### src/rtl/cdma_req_split.sv
// cdma_req_split: splits DMA requests into sub-requests that never cross a
// 2^BOUNDARY_BITS-byte boundary, issues every chunk with last=1, and folds the
// per-chunk done pulses back into one s_done per original request with last=1.
// Optional statistics counters are built when CDMA_SPLIT_STATS_EN is defined.
module cdma_req_split #(
    parameter int unsigned ADDR_BITS     = 64,
    parameter int unsigned LEN_BITS      = 28,
    parameter int unsigned BOUNDARY_BITS = 12,
    parameter int unsigned CMPL_DEPTH    = 8
) (
    input  logic                 aclk,
    input  logic                 areset,
    input  logic                 s_valid,
    output logic                 s_ready,
    input  logic [ADDR_BITS-1:0] s_paddr,
    input  logic [LEN_BITS-1:0]  s_len,
    input  logic                 s_last,
    output logic                 s_done,
    output logic                 m_valid,
    input  logic                 m_ready,
    output logic [ADDR_BITS-1:0] m_paddr,
    output logic [LEN_BITS-1:0]  m_len,
    output logic                 m_last,
    input  logic                 m_done,
    output logic                 err_zero_len,
    output logic [31:0]          stat_req_cnt,
    output logic [31:0]          stat_chunk_cnt
);

    localparam int unsigned PTR_BITS = $clog2(CMPL_DEPTH);
    localparam int unsigned CNT_BITS = $clog2(CMPL_DEPTH) + 1;
    localparam int unsigned NCH_BITS = LEN_BITS + 1;
    localparam logic [NCH_BITS-1:0] BOUND = {{(NCH_BITS-1){1'b0}}, 1'b1} << BOUNDARY_BITS;

    typedef enum logic [0:0] {IDLE, SPLIT} state_t;

    state_t                state;
    state_t                state_nx;
    logic [LEN_BITS-1:0]   rem;

    // completion FIFO: {nchunks, last} per accepted request
    logic [NCH_BITS-1:0]   nch_mem [CMPL_DEPTH];
    logic                  last_mem [CMPL_DEPTH];
    logic [PTR_BITS-1:0]   wr_ptr;
    logic [PTR_BITS-1:0]   rd_ptr;
    logic [CNT_BITS-1:0]   count;
    logic [CNT_BITS-1:0]   count_nx;
    logic [NCH_BITS-1:0]   got;

    logic                  accept;
    logic                  push;
    logic                  pop;
    logic                  hs;
    logic                  last_chunk;
    logic                  full_nx;
    logic [NCH_BITS-1:0]   s_nchunks;
    logic [ADDR_BITS-1:0]  nx_addr;
    logic [LEN_BITS-1:0]   nx_rem;

    // Bytes up to the next boundary, clipped to what is left of the request.
    function automatic logic [LEN_BITS-1:0] chunk_len(
        input logic [BOUNDARY_BITS-1:0] low,
        input logic [LEN_BITS-1:0]      rem_v
    );
        logic [NCH_BITS-1:0] span;
        span = BOUND - {{(NCH_BITS-BOUNDARY_BITS){1'b0}}, low};
        if ({1'b0, rem_v} < span)
            return rem_v;
        else
            return span[LEN_BITS-1:0];
    endfunction

    assign m_last = m_valid;

    // Handshake decode, chunk count, FIFO occupancy and next-state logic.
    always_comb begin
        accept     = s_valid && s_ready;
        push       = accept && (s_len != '0);
        hs         = m_valid && m_ready;
        last_chunk = (rem == m_len);
        s_nchunks  = ({{(NCH_BITS-BOUNDARY_BITS){1'b0}}, s_paddr[BOUNDARY_BITS-1:0]}
                      + {1'b0, s_len} + (BOUND - NCH_BITS'(1))) >> BOUNDARY_BITS;
        pop        = m_done && (count != '0) && ((got + NCH_BITS'(1)) == nch_mem[rd_ptr]);

        count_nx = count;
        if (push && !pop)
            count_nx = count + CNT_BITS'(1);
        else if (pop && !push)
            count_nx = count - CNT_BITS'(1);
        full_nx = (count_nx == CNT_BITS'(CMPL_DEPTH));

        state_nx = state;
        if (state == IDLE && push)
            state_nx = SPLIT;
        else if (state == SPLIT && hs && last_chunk)
            state_nx = IDLE;

        nx_addr = m_paddr + ADDR_BITS'(m_len);
        nx_rem  = rem - m_len;
    end

    // Split FSM: registers s_ready and the outgoing chunk (address, length, valid).
    // s_ready is computed from next state and next occupancy so it equals
    // "IDLE and not full" of the registered state, one cycle after any pop.
    always_ff @(posedge aclk or posedge areset) begin
        if (areset) begin
            state        <= IDLE;
            s_ready      <= 1'b0;
            m_valid      <= 1'b0;
            m_paddr      <= '0;
            m_len        <= '0;
            rem          <= '0;
            err_zero_len <= 1'b0;
        end else begin
            s_ready <= (state_nx == IDLE) && !full_nx;
            case (state)
                IDLE: begin
                    if (accept) begin
                        if (s_len == '0) begin
                            err_zero_len <= 1'b1;
                        end else begin
                            m_valid <= 1'b1;
                            m_paddr <= s_paddr;
                            m_len   <= chunk_len(s_paddr[BOUNDARY_BITS-1:0], s_len);
                            rem     <= s_len;
                        end
                    end
                end
                SPLIT: begin
                    if (hs) begin
                        if (last_chunk) begin
                            m_valid <= 1'b0;
                        end else begin
                            m_paddr <= nx_addr;
                            m_len   <= chunk_len(nx_addr[BOUNDARY_BITS-1:0], nx_rem);
                            rem     <= nx_rem;
                        end
                    end
                end
                default: ;
            endcase
            state <= state_nx;
        end
    end

    // Completion FIFO storage (no reset needed; validity tracked by count).
    always_ff @(posedge aclk) begin
        if (push) begin
            nch_mem[wr_ptr]  <= s_nchunks;
            last_mem[wr_ptr] <= s_last;
        end
    end

    // Completion FIFO control, per-head done counter and s_done pulse.
    always_ff @(posedge aclk or posedge areset) begin
        if (areset) begin
            wr_ptr <= '0;
            rd_ptr <= '0;
            count  <= '0;
            got    <= '0;
            s_done <= 1'b0;
        end else begin
            if (push)
                wr_ptr <= wr_ptr + PTR_BITS'(1);
            if (pop)
                rd_ptr <= rd_ptr + PTR_BITS'(1);
            count <= count_nx;
            if (m_done && (count != '0))
                got <= pop ? '0 : got + NCH_BITS'(1);
            s_done <= pop && last_mem[rd_ptr];
        end
    end

`ifdef CDMA_SPLIT_STATS_EN
    logic [31:0] req_cnt;
    logic [31:0] chunk_cnt;

    // Free-running statistics: accepted non-empty requests and issued chunks.
    always_ff @(posedge aclk or posedge areset) begin
        if (areset) begin
            req_cnt   <= '0;
            chunk_cnt <= '0;
        end else begin
            if (push)
                req_cnt <= req_cnt + 32'd1;
            if (hs)
                chunk_cnt <= chunk_cnt + 32'd1;
        end
    end

    assign stat_req_cnt   = req_cnt;
    assign stat_chunk_cnt = chunk_cnt;
`else
    assign stat_req_cnt   = '0;
    assign stat_chunk_cnt = '0;
`endif

endmodule

### config.mk
export PLATFORM = sky130hd
export DESIGN_NAME = cdma_req_split
export DESIGN_NICKNAME = d
export VERILOG_FILES = /design/src/rtl/cdma_req_split.sv
export SDC_FILE = /design/constraint.sdc
export NUM_CORES = 1
export LEC_CHECK = 0
export CAP_MARGIN = 20
export CORE_MARGIN = 2
export CORE_UTILIZATION = 30
export CTS_BUF_LIST = sky130_fd_sc_hd__clkbuf_8
export CTS_CLUSTER_SIZE = 14
export DETAILED_ROUTE_END_ITERATION = 8
export RECOVER_POWER = 25
export SLEW_MARGIN = 10
export SYNTH_ARGS = -nofsm -noshare
export SYNTH_HDL_FRONTEND = slang
export SYNTH_SLANG_ARGS = --single-unit
### constraint.sdc
create_clock -name aclk -period 6.1 [get_ports aclk]
set_input_delay 1.83 -clock aclk [delete_from_list [all_inputs] [get_ports aclk]]
set_output_delay 1.83 -clock aclk [all_outputs]
set_load 0.05 [all_outputs]
==> results of run 1 <==
-- cell families (layout without fill, tap and decap cells) --
family | after synthesis | after routing | share of synthesized area [%]
buffers and inverters | 286 | 458 | 6.76
DFF | 308 | 308 | 41.3
and+or+nand+nor | 645 | 645 | 16.0
muxes | 113 | 113 | 7.21
xor gates and xnor gates | 110 | 110 | 4.79
other | 1 | 66 | 0.0184
adders and majority gates | 112 | 112 | 6.92
AOI/OAI and AO/OA | 514 | 514 | 17.0
-- power breakdown --
part	total (mW)	internal (mW)	switching (mW)	leakage, nW
Combinational	0.408	0.135	0.273	5.85
Clock	2.15	1.20	0.950	0.674
Sequential	2.24	2.20	0.0363	3.44
-- through the flow --
stage / utilization [%] / power (mW) / instance area, µm²
finish: 36.2 / 4.80 / 24400
global route: 36.2 / 4.99 / 24300
CTS: 36.2 / 4.86 / 24400
detailed placement: 34.4 / 2.69 / 23200
global placement: 34.4 / 2.68 / 23200
floorplan: - / 2.56 / 20600
-- state kept, by name, summed over array words and instances, names as in the netlist, 3 cells and up --
signal	cells
nch_mem	136
m_paddr	64
got	29
m_len	28
rem	28
last_mem	8
count	4
rd_ptr	3
wr_ptr	3
-- timing repair --
action,in CTS,in global routing
resized for setup,0,1
setup buffers,0,0
endpoints found under the setup margin,0,5
-- cell usage in the layout (no fill, tap or decap), drive strengths merged, types with 13 or more instances in the layout --
cell type / n
mux2i: 77
ha: 108
o21ai: 119
inv: 134
a21oi: 107
o21a: 15
edfxtp: 144
clkbuf: 66
conb: 64
nor2: 113
nand2: 204
a22oi: 15
xor2: 35
dfrtp: 164
xnor2: 74
nand3: 68
and3: 33
and2: 18
o211ai: 32
nor2b: 16
a211oi: 29
nand2b: 15
nor4: 26
nor3: 46
nand4: 25
clkdlybuf4s50: 191
mux4: 26
and4: 13
a31oi: 20
a21o: 38
or3: 17
buf: 44
o31ai: 24
-- layout make-up --
cell class	instances	area [µm²]
diodes	2	5.00
inverters	117	440
repair buffers	242	2290
clock inverters	37	354
multi-input cells	1558	10900
fillers	6800	42900
clock buffers	62	853
flip-flops and latches	308	8430
well taps	873	1090
-- routing by layer --
metal,global-route usage (%),vias up
met5,0,-
met3,3.78,113
met4,5.31,0
met1,24.1,8543
li1,-,8040
met2,30.3,572
-- worst paths after layout --
| path | slack, ps | start | to |
|---|---|---|---|
| max | 380 | m_len[0] | m_len[2] |
| min | 480 | err_zero_len | err_zero_len |
| max reg2reg | 380 | m_len[0] | m_len[2] |
| min reg2reg | 480 | err_zero_len | err_zero_len |
| max in group asynchronous | 1150 | areset | m_paddr[34] |
| min in group asynchronous | 1860 | areset | rem[14] |
==> impl_metrics.toml, run 1 <==
[cts]
cts-root-to-sink-buffers = 3
num_clock_sinks = 308
cts_root_buf = "sky130_fd_sc_hd__clkbuf_8"
h-tree-depth = 2
clock_insertion_delay_worst_skew_ps = 670
holdBufCountCts = 0
cts_inserted_buffers = 54
tritoncts = "done"
cts.clk_slew.worst_paths_ps = 70

[setup_path]
timing.critical_path.required_ps = 6640
critical_path_class = "reg2reg"
critical-path-max-stage-delay_ps = 610
cp.buffers_inverters = 1
cpMaxStageDelayCell = "sky130_fd_sc_hd__or4_1"
critical_path_cell_count = 19
cells_on_worst_reg2reg_path = 19
worst_path_cell_chain = "ha_1 -> inv_1 -> fa_1 -> xor2_1 -> nand3_1 -> nor3_1 -> or3b_2 -> nand3b_1 -> nor3_1 -> xor2_1 -> ha_1 -> a21o_1 -> a21oi_1 -> nand3b_1 -> a221oi_1 -> nand4b_1 -> or4_1 -> or4_1 -> o311ai_1"
crit_arrival_ps = 6260
worst_setup_path_start_kind = "flop"
critical-path-top-delay-family = "simple AND/OR/NAND/NOR gates"
critPathMaxFanout = 4
critical_path.endpoint_type = "flop"

[floorplan]
initial_util_pct = 30.3
die_x_um = 265
core-area_mm2 = 0.0673
rows = 95
io-pin-count = 259
die_area_mm2 = 0.0701
fp.dieH_um = 265

[synth]
synthMostInstantiatedCell = "sky130_fd_sc_hd__nand2_1"
netlist_top_cells_count = "204 x sky130_fd_sc_hd__nand2_1, 164 x sky130_fd_sc_hd__dfrtp_1, 144 x sky130_fd_sc_hd__edfxtp_1"
synth_cells = 2089
most_used_dff_post_synth = "sky130_fd_sc_hd__dfrtp_1"
synth_edf_count = 144
asyncSetResetFlopFracSynth_pct = 53.2
syn_area_mm2 = 0.0204
synth.distinct_cells = 90
synth.avg_cell_area_um2 = 9.76
synth-warning-count = 0
synth_register_bits = 308
synth_area_leaders = "sky130_fd_sc_hd__edfxtp_1 21%, sky130_fd_sc_hd__dfrtp_1 20%, sky130_fd_sc_hd__ha_1 6.6%"
synth-seq-area-share_pct = 41.3
yosys.area.top_type = "sky130_fd_sc_hd__edfxtp_1"
synth_largest_type_area_fraction_pct = 21.2

[global_routing]
grt_first_pass_wirelength_um = 101000
grt_antenna_before_repair = 2
first_global_vias = 17300
groute.usage.overall_pct = 18.3
grt_overflow = 0
pin_count_of_the_biggest_net_entering_global_routing = 68

[timing]
setup_ws_final_ps = 381
finalHoldViolCount = 0
setup_viol = 0
max_freq_ghz = 0.175
timing.setup.tns_ps = 0
rsz0062_at_grt = "no"
worst_clock_skew_ps = 42.4
holdWs_ps = 483
tightestPinTransition_ps = 2730
fin_crit_sh_pct = 93.8
post-route-min-period_ps = 5720
final-max-slew-violation-count = 150
slew_headroom_pct = -81.8

[hold_path]
worst_hold_path.num_cells = 1
holdCritPathClass = "reg2reg"

[pwr]
peakVddDrop_uv = 170
pwrdens_mw_per_mm2 = 197
p_leak_nw = 9.97

[cells_and_area]
final_layout_size_suffix_gt1_share_pct = 8.73
fin_cells = 3199
signed_area_change_from_the_synthesized_netlist_to_the_final_layout_pct = 19.5
layout.nets = 2489

[route]
first_iter_violations = 1276
routed.top_layer = "met4"
final_antenna_net_count = 0
avgViaCountPerCell = 5.40
detailedRoute.firstPassIterationCount = 5
totalWireLength_um = 65600
vias = 17300
drcViolationCount = 0
wl_met1_um = 28200
dr_wl_met2_um = 31200
wl_met3_um = 4660
avgRoutedWirePerCell_um = 20.5

[placed_design]
io_buffers = 194
gpl.final_weighted_congestion = 0.881
numPlacedInstances = 3097
post-place-ws_ps = 219
dp.final_hpwl_um = 47900

[outcome]
violations = "capacitance limit, slew limit"
outcome = "finished with violations"

[run]
drv_cap = 3
(Power assumes the default switching activity.)
==> run 2, diff against run 1 <==
--- a/config.mk
+++ b/config.mk
@@ -9,8 +9,8 @@
 export CORE_MARGIN = 2
 export CORE_UTILIZATION = 30
 export CTS_BUF_LIST = sky130_fd_sc_hd__clkbuf_8
-export CTS_CLUSTER_SIZE = 14
 export DETAILED_ROUTE_END_ITERATION = 8
+export PLACE_DENSITY = 0.59
 export RECOVER_POWER = 25
 export SLEW_MARGIN = 10
 export SYNTH_ARGS = -nofsm -noshare
==> impl_metrics.toml, run 2 (synthesis gave the netlist of run 1 again) <==
[timing]
worst_clock_skew_ps = 41.3
timing.setup.tns_ps = 0
final-max-slew-violation-count = 109
tightestPinTransition_ps = 2110
post-route-min-period_ps = 5670
rsz0062_at_grt = "no"
max_freq_ghz = 0.176
fin_crit_sh_pct = 92.9
setup_viol = 0
finalHoldViolCount = 0
slew_headroom_pct = -40.6

[cts]
tritoncts = "done"
num_clock_sinks = 308
cts-root-to-sink-buffers = 3
holdBufCountCts = 0
cts_root_buf = "sky130_fd_sc_hd__clkbuf_8"
cts.clk_slew.worst_paths_ps = 70
cts_inserted_buffers = 55
h-tree-depth = 2
clock_insertion_delay_worst_skew_ps = 670

[hold_path]
worst_hold_path.num_cells = 1
worst_hold_startpoint = "err_zero_len"
holdCritPathClass = "reg2reg"
holdPathEnd = "err_zero_len"

[cells_and_area]
layout.nets = 2485
final_cell_mix = "204 x sky130_fd_sc_hd__nand2_1, 191 x sky130_fd_sc_hd__clkdlybuf4s50_1, 162 x sky130_fd_sc_hd__dfrtp_1"
fin_cells = 3199
finalCoreUtilization_pct = 36.1
regMostFlops = "nch_mem"
signed_area_change_from_the_synthesized_netlist_to_the_final_layout_pct = 19.0
final_layout_size_suffix_gt1_share_pct = 8.65
most_common_cell_after_layout_fill_and_taps_aside = "sky130_fd_sc_hd__nand2_1"
seq_area_mm2 = 0.00843
largest_register_ffs = 136
largestRegisters = "nch_mem: 136 flops, m_paddr: 64 flops, got: 29 flops"
postLayoutCellArea_mm2 = 0.0243
num-fill-cells = 6813
multi_input_comb_area_mm2 = 0.0109

[global_routing]
grt_overflow = 0
groute.usage.overall_pct = 18.3
first_global_vias = 17000
grt_antenna_before_repair = 4
pin_count_of_the_biggest_net_entering_global_routing = 85
grt_first_pass_wirelength_um = 101000

[setup_path]
worst_setup_path_start_kind = "flop"
cpMaxStageDelayCell = "sky130_fd_sc_hd__or4_1"
timing.critical_path.required_ps = 6650
cells_on_worst_reg2reg_path = 19
worst_path_cell_chain = "ha_1 -> inv_1 -> fa_1 -> xor2_1 -> nand3_1 -> nor3_1 -> or3b_2 -> nand3b_1 -> nor3_1 -> xor2_1 -> ha_1 -> a21o_1 -> a21oi_1 -> nand3b_1 -> a221oi_1 -> nand4b_1 -> or4_1 -> or4_1 -> o311ai_1"
critical_path.reg2reg.startpoint = "m_len[0]"
critical_path_class = "reg2reg"
register_to_register_setup_slack_ps = 430
critical-path-max-stage-delay_ps = 590
critical_path.endpoint_type = "flop"
critPathMaxFanout = 4
worstReg2RegEnd = "m_len[2]"
crit_arrival_ps = 6220

[pwr]
p_leak_nw = 9.92
comb_power_share_pct = 8.8
p_int_mw = 3.38
fin_total_pwr_mw = 4.64
p_switching_mw = 1.26
pwr-share-clk_pct = 43.0
pwrdens_mw_per_mm2 = 191
swShare_pct = 27.1
peakVddDrop_uv = 128
seqPwrFrac_pct = 48.3

[placed_design]
gpl.final_weighted_congestion = 0.875
numPlacedInstances = 3092
dp.final_hpwl_um = 47700
io_buffers = 194
detailed_place.area_mm2 = 0.0231

[route]
totalWireLength_um = 65600
first_iter_violations = 1258
vias = 17000
detailedRoute.firstPassIterationCount = 7
avgRoutedWirePerCell_um = 20.5
drcViolationCount = 0
final_antenna_net_count = 0
avgViaCountPerCell = 5.33

[floorplan]
io-pin-count = 259
initial_util_pct = 30.3
die_x_um = 265
fp.dieH_um = 265
die_area_mm2 = 0.0701
rows = 95
core-area_mm2 = 0.0673

[outcome]
outcome = "finished with violations"
violations = "capacitance limit, slew limit"

[run]
drv_cap = 2
[run 2: changes by cell type in the layout (fill, tap and decap cells not counted), sizes merged]
cell	change
clkinv	+7
buf	-6
bufinv	-4
clkbuf	+2
inv	+1
[run 2: layer usage]
layer	up-vias	routed length [µm]	track usage [%]
met4	4	1810	5.77
li1	8026	-	-
met3	117	4430	3.67
met1	8336	28200	23.9
met5	-	28	0
met2	554	31100	30.2
[run 2: critical path: cells and delay by family (launching register included)]
family	cells	cell delay (ps)
compound gates	4	740
xor+xnor	2	580
fa+ha+maj	3	900
buf+inv	1	60
flops	1	440
simple gates	9	2840
[run 2: what timing repair did]
item / CTS / global route
endpoints found under the setup margin: 0 / 1
gates resized for setup: 0 / 1
buffers inserted: 0 / 0
[run 2: area by class of cell]
| type | count | share of cell area [%] |
|---|---|---|
| flip-flops and latches | 308 | 34.8 |
| well taps | 873 | 4.50 |
| clock inverters | 41 | 1.07 |
| inverters | 117 | 1.82 |
| diodes | 2 | 0.0206 |
| repair buffers | 237 | 9.37 |
| clock buffers | 63 | 3.57 |
| multi-input cells | 1558 | 44.9 |
[run 2: worst max-delay path by stage]
stage	cells past startpoint	endpoint	slack (ps)	from
after floorplan	21	m_len[2]	670	m_len[0]
after CTS	21	m_len[2]	360	m_len[0]
after global placement	15	nch_mem[4][15]	350	s_len[2]
after detailed placement	15	nch_mem[0][15]	280	s_len[2]
after global routing	19	m_len[2]	100	m_len[0]
final	19	m_len[2]	430	m_len[0]
[run 2: per-stage QoR]
| step | worst slack [ps] | hold WS, ps |
|---|---|---|
| after floorplan | 669 | 443 |
| after global routing | 99.3 | 505 |
| after detailed placement | 280 | 464 |
| final | 432 | 476 |
| after global placement | 353 | 457 |
| after CTS | 360 | 477 |
[run 2: power by group through the flow]
stage | clock (mW) | sequential [mW] | combinational, mW
3_3_place_gp | 0 | 2.28 | 0.403
3_5_place_dp | 0 | 2.28 | 0.410
2_1_floorplan | 0 | 2.26 | 0.304
4_1_cts | 2.04 | 2.24 | 0.412
6_report | 1.99 | 2.24 | 0.408
5_1_grt | 2.13 | 2.24 | 0.447
==> run 3, diff against run 2 <==
--- a/config.mk
+++ b/config.mk
@@ -9,6 +9,7 @@
 export CORE_MARGIN = 2
 export CORE_UTILIZATION = 30
 export CTS_BUF_LIST = sky130_fd_sc_hd__clkbuf_8
+export CTS_CLUSTER_DIAMETER = 150
 export DETAILED_ROUTE_END_ITERATION = 8
 export PLACE_DENSITY = 0.59
 export RECOVER_POWER = 25
==> results of run 3 <==
The final DEF is identical to that of run 2; final timing and power are the same.
